### config.mk
export PLATFORM = sky130hd
export DESIGN_NAME = ones_comp_result_buffer
export DESIGN_NICKNAME = d
export VERILOG_FILES = /design/src/rtl/ones_comp_pkg.sv /design/src/rtl/ones_comp_to_signmag.sv /design/src/rtl/ones_comp_result_buffer.sv
export SDC_FILE = /design/constraint.sdc
export NUM_CORES = 1
export LEC_CHECK = 0
export CAP_MARGIN = 10
export CORE_MARGIN = 2
export CORE_UTILIZATION = 37
export CTS_CLUSTER_DIAMETER = 120
export CTS_CLUSTER_SIZE = 30
export DETAILED_ROUTE_END_ITERATION = 8
export GPL_TIMING_DRIVEN = 0
export PLACE_DENSITY = 0.66
export SLEW_MARGIN = 20
export SYNTH_ARGS = -nofsm -noshare
export SYNTH_HDL_FRONTEND = slang
export SYNTH_HIERARCHICAL = 1
export SYNTH_SLANG_ARGS = --single-unit
### constraint.sdc
create_clock -name clk -period 2 [get_ports clk]
set_input_delay 0.3 -clock clk [delete_from_list [all_inputs] [get_ports clk]]
set_output_delay 0.3 -clock clk [all_outputs]
set_load 0.1 [all_outputs]
### src/rtl/ones_comp_pkg.sv
// Shared types for the one's-complement result buffer: default result width
// and the converted sign-magnitude payload stored in the FIFO.
package ones_comp_pkg;

  localparam int unsigned OC_WIDTH = 4;
  localparam int unsigned OC_MAG_W = OC_WIDTH - 1;

  typedef struct packed {
    logic                sign;
    logic [OC_MAG_W-1:0] mag;
    logic                negzero;
  } oc_result_t;

endpackage

### src/rtl/ones_comp_to_signmag.sv
// Combinational one's-complement to sign-magnitude converter.
// Optional macro ONES_COMP_NEGZERO_NORM_EN stores negative zero as +0.
module ones_comp_to_signmag
  import ones_comp_pkg::*;
#(
  parameter int unsigned WIDTH = OC_WIDTH
) (
  input  logic [WIDTH-1:0] in_data,
  output oc_result_t       result
);

  always_comb begin
    result         = '0;
    result.negzero = &in_data;
    result.sign    = in_data[WIDTH-1];
    // Negative values carry their magnitude inverted in the low bits.
    result.mag     = OC_MAG_W'(in_data[WIDTH-1] ? ~in_data[WIDTH-2:0] : in_data[WIDTH-2:0]);
`ifdef ONES_COMP_NEGZERO_NORM_EN
    if (result.negzero) begin
      result.sign = 1'b0;
    end
`endif
  end

endmodule

### src/rtl/ones_comp_result_buffer.sv
// Valid/ready FIFO of converted one's-complement results with a saturating
// negative-zero counter. Conversion option: ONES_COMP_NEGZERO_NORM_EN.
module ones_comp_result_buffer
  import ones_comp_pkg::*;
#(
  parameter int unsigned WIDTH = OC_WIDTH,
  parameter int unsigned DEPTH = 2,
  parameter int unsigned CNT_W = 8
) (
  input  logic             clk,
  input  logic             rst,
  input  logic             in_valid,
  output logic             in_ready,
  input  logic [WIDTH-1:0] in_data,
  output logic             out_valid,
  input  logic             out_ready,
  output logic             out_sign,
  output logic [WIDTH-2:0] out_mag,
  output logic             out_negzero,
  output logic [CNT_W-1:0] negzero_cnt
);

  localparam int unsigned PTR_W = (DEPTH > 1) ? $clog2(DEPTH) : 1;
  localparam int unsigned OCC_W = $clog2(DEPTH + 1);

  oc_result_t       conv;
  oc_result_t       mem [DEPTH];
  logic [PTR_W-1:0] wr_ptr;
  logic [PTR_W-1:0] rd_ptr;
  logic [OCC_W-1:0] occ;
  logic             push;
  logic             pop;

  ones_comp_to_signmag #(.WIDTH(WIDTH)) u_conv (
    .in_data (in_data),
    .result  (conv)
  );

  // Handshake flags come from stored occupancy only; no full-bypass path.
  assign in_ready  = (occ != OCC_W'(DEPTH));
  assign out_valid = (occ != OCC_W'(0));
  assign push      = in_valid && in_ready;
  assign pop       = out_valid && out_ready;

  assign out_sign    = mem[rd_ptr].sign;
  assign out_mag     = mem[rd_ptr].mag;
  assign out_negzero = mem[rd_ptr].negzero;

  always_ff @(posedge clk) begin
    if (rst) begin
      for (int i = 0; i < int'(DEPTH); i++) begin
        mem[i] <= '0;
      end
      wr_ptr      <= '0;
      rd_ptr      <= '0;
      occ         <= '0;
      negzero_cnt <= '0;
    end else begin
      if (push) begin
        mem[wr_ptr] <= conv;
        wr_ptr      <= wr_ptr + PTR_W'(1);
      end
      if (pop) begin
        rd_ptr <= rd_ptr + PTR_W'(1);
      end
      unique case ({push, pop})
        2'b10:   occ <= occ + OCC_W'(1);
        2'b01:   occ <= occ - OCC_W'(1);
        default: occ <= occ;
      endcase
      // Counter holds at all-ones rather than wrapping.
      if (push && conv.negzero && (negzero_cnt != '1)) begin
        negzero_cnt <= negzero_cnt + CNT_W'(1);
      end
    end
  end

endmodule

==> flow_summary.ini <==
[power_and_ir_drop]
leakage_nw = 0.556
powerDensity_mw_per_mm2 = 1160
vdd_drop_max_v = 0.000486

[finish]
drive_gt1_share_pct = 22.7
area_delta_synth_final_pct = 26.4
layout_common_cells = and2_1 (10), nor2_1 (10), edfxtp_1 (10)
antenna_cells = 0
instances_no_fill = 163
finalNetCount = 144

[route]
routedWlPerCell_um = 13.5
routed_via_density = 5.38
drt_iter0_drc = 7
finalWirelength_um = 2210
route.detailed.drc = 2
drtAntennaViolNets = 0
drt_pass1_iterations = 6
vias = 877

[outcome]
violations = design-rule violations
outcome = finished, violations left

[place]
io_buffers = 22
hpwl_um = 1670
pre_cts_slack_ns = -0.347
place_inst = 159
gp_congestion = 0.824

[setup_path]
path_buf_inv = 1
path_delay_family = buffers and inverters
required_ns = 1.70
cp_cell_sequence = dlygate4sd2_1
crit_slowest_cell = dlygate4sd2_1
worstSetupStartpointType = flop
worstSetupPathType = flop to primary output
cp_max_fo = 5
worstSetupEndpointType = primary output
arrival_ns = 1.60
critPathMaxStageDelay_ns = 0.88

[clock_tree]
cts_tree = yes
clkSinkCount = 23
path_clk_slew_ns = 0.12
clockBufferDepth = 2
worstSkewPairLatency_ns = 0.30
cts-resized-gates = 28
clk_root_buffer_cell = clkbuf_4
numCtsBuffers = 3
hold_buffers = 0
cts_max_level = 1
cts_setup_buffers = 0

[synthesis]
ys_seq_area_share_pct = 50.5
syn_avg_cell_area_um2 = 10.5
yosysTopAreaCellShare_pct = 27.0
synth.area.top_cells = edfxtp_1 (27%), dfxtp_1 (23%), and2_1 (5.6%)
ys_warn_count = 6
synth_cells = 106
ys_types = 35
synth_top_cell_by_area = edfxtp_1
ys_seq_elements = 23
synth_nets = 117
syn_area_mm2 = 0.00111

[sta]
setup_ws_ns = 0.102
final-max-slew-violation-count = 0
fmax_mhz = 527
fin_crit_ns = 1.90
slew_headroom_pct = 35.9
rsz0062_at_grt = no
setup_viol = 0
fin_skew_ns = 0.00189
whs_ns = 0.465
final_hold_viol_count = 0
fin_tns_setup_ns = 0
worstMarginPinSlew_ns = 0.965
finalCritPeriodShare_pct = 94.9

[flow_run]
drv_cap = 0

[global_routing]
grt.busiest_layer = met2
grt_use_met2_pct = 26.3
grt-ovfl-total = 0
grt_max_degree = 14
grt_pass1_vias = 876
antenna_found_initial = 0
grtUsageTotal_pct = 14.5
met3_usage_pct = 3.30
grt_pass1_wl_um = 3790
grtUsageMet1_pct = 16.4

[die]
die_y_um = 58.8
core_region_area_mm2 = 0.00281
dieArea_mm2 = 0.00346
initial_core_util_pct = 39.6
fp.dieW_um = 58.8
ioPinCount = 23
num_rows = 19

[min_path]
hp-class = flop to flop
layout make-up:
| class | instances | area, um^2 |
|---|---|---|
| multi-input cells | 77 | 526 |
| repair buffers | 22 | 209 |
| plain buffers | 3 | 22.5 |
| inverters | 3 | 11.3 |
| fillers | 278 | 1400 |
| clock buffers | 3 | 22.5 |
| flip-flops and latches | 23 | 569 |
| clock inverters | 1 | 5.00 |
| well taps | 31 | 38.8 |
registers in the layout, summed over array words and instances, names as in the netlist, named ones only:
signal,count
wr_ptr,1
mem,10
occ,2
rd_ptr,1
negzero_cnt,8
cell families after synthesis:
| family | synth area share, % |
|---|---|
| mux | 6.98 |
| simple gates | 23.3 |
| buf+inv | 3.04 |
| xor+xnor | 4.73 |
| fa+ha+maj | 3.38 |
| compound gates | 8.11 |
| flops | 50.5 |
where the power goes:
part           switching [mW]  internal (mW)  leakage (nW)
sequential             0.0511          0.568         0.215
clock                   0.136         0.0745        0.0177
combinational           0.585          0.209         0.323
final timing paths:
kind	startpoint	endpoint	slack, ns	depth (start not counted)
setup reg to reg	occ[0]	mem[0][3]	0.22	4
hold reg to reg	negzero_cnt[6]	negzero_cnt[6]	0.46	1
hold / removal	negzero_cnt[6]	negzero_cnt[6]	0.46	1
setup / recovery	negzero_cnt[7]	negzero_cnt[7]	0.10	1
layer usage:
metal	share of wire [%]	wire, um
met4	0.59	13
met3	4.1	90
met5	0	0
met2	52	1150
met1	43	948
stage by stage:
step	cell area, um^2	total power, mW	utilization, %
6_report	1400	1.62	50.0
5_1_grt	1400	1.72	50.0
4_1_cts	1410	1.65	50.3
3_5_place_dp	1380	1.45	49.2
3_3_place_gp	1380	1.44	49.2
2_1_floorplan	1120	1.28	-
synth_stat cells (all sizes together):
master and n:
dfxtp 13, nor2b 3, a211oi 1, edfxtp 10, nor2 10, nor3 1
a21oi 5, o41ai 1, nand2 6, o311ai 1, nand4 1, o21ai 5
or4 2, buf 2, o31ai 2, clkbuf 1, mux2i 1, and2 10
xnor2 2, inv 3, ha 3, or2 1, or3b 1, nor4 3
and3 1, mux2 6, nand3 5, xor2 4, or3 2
(Power assumes the default switching activity.)
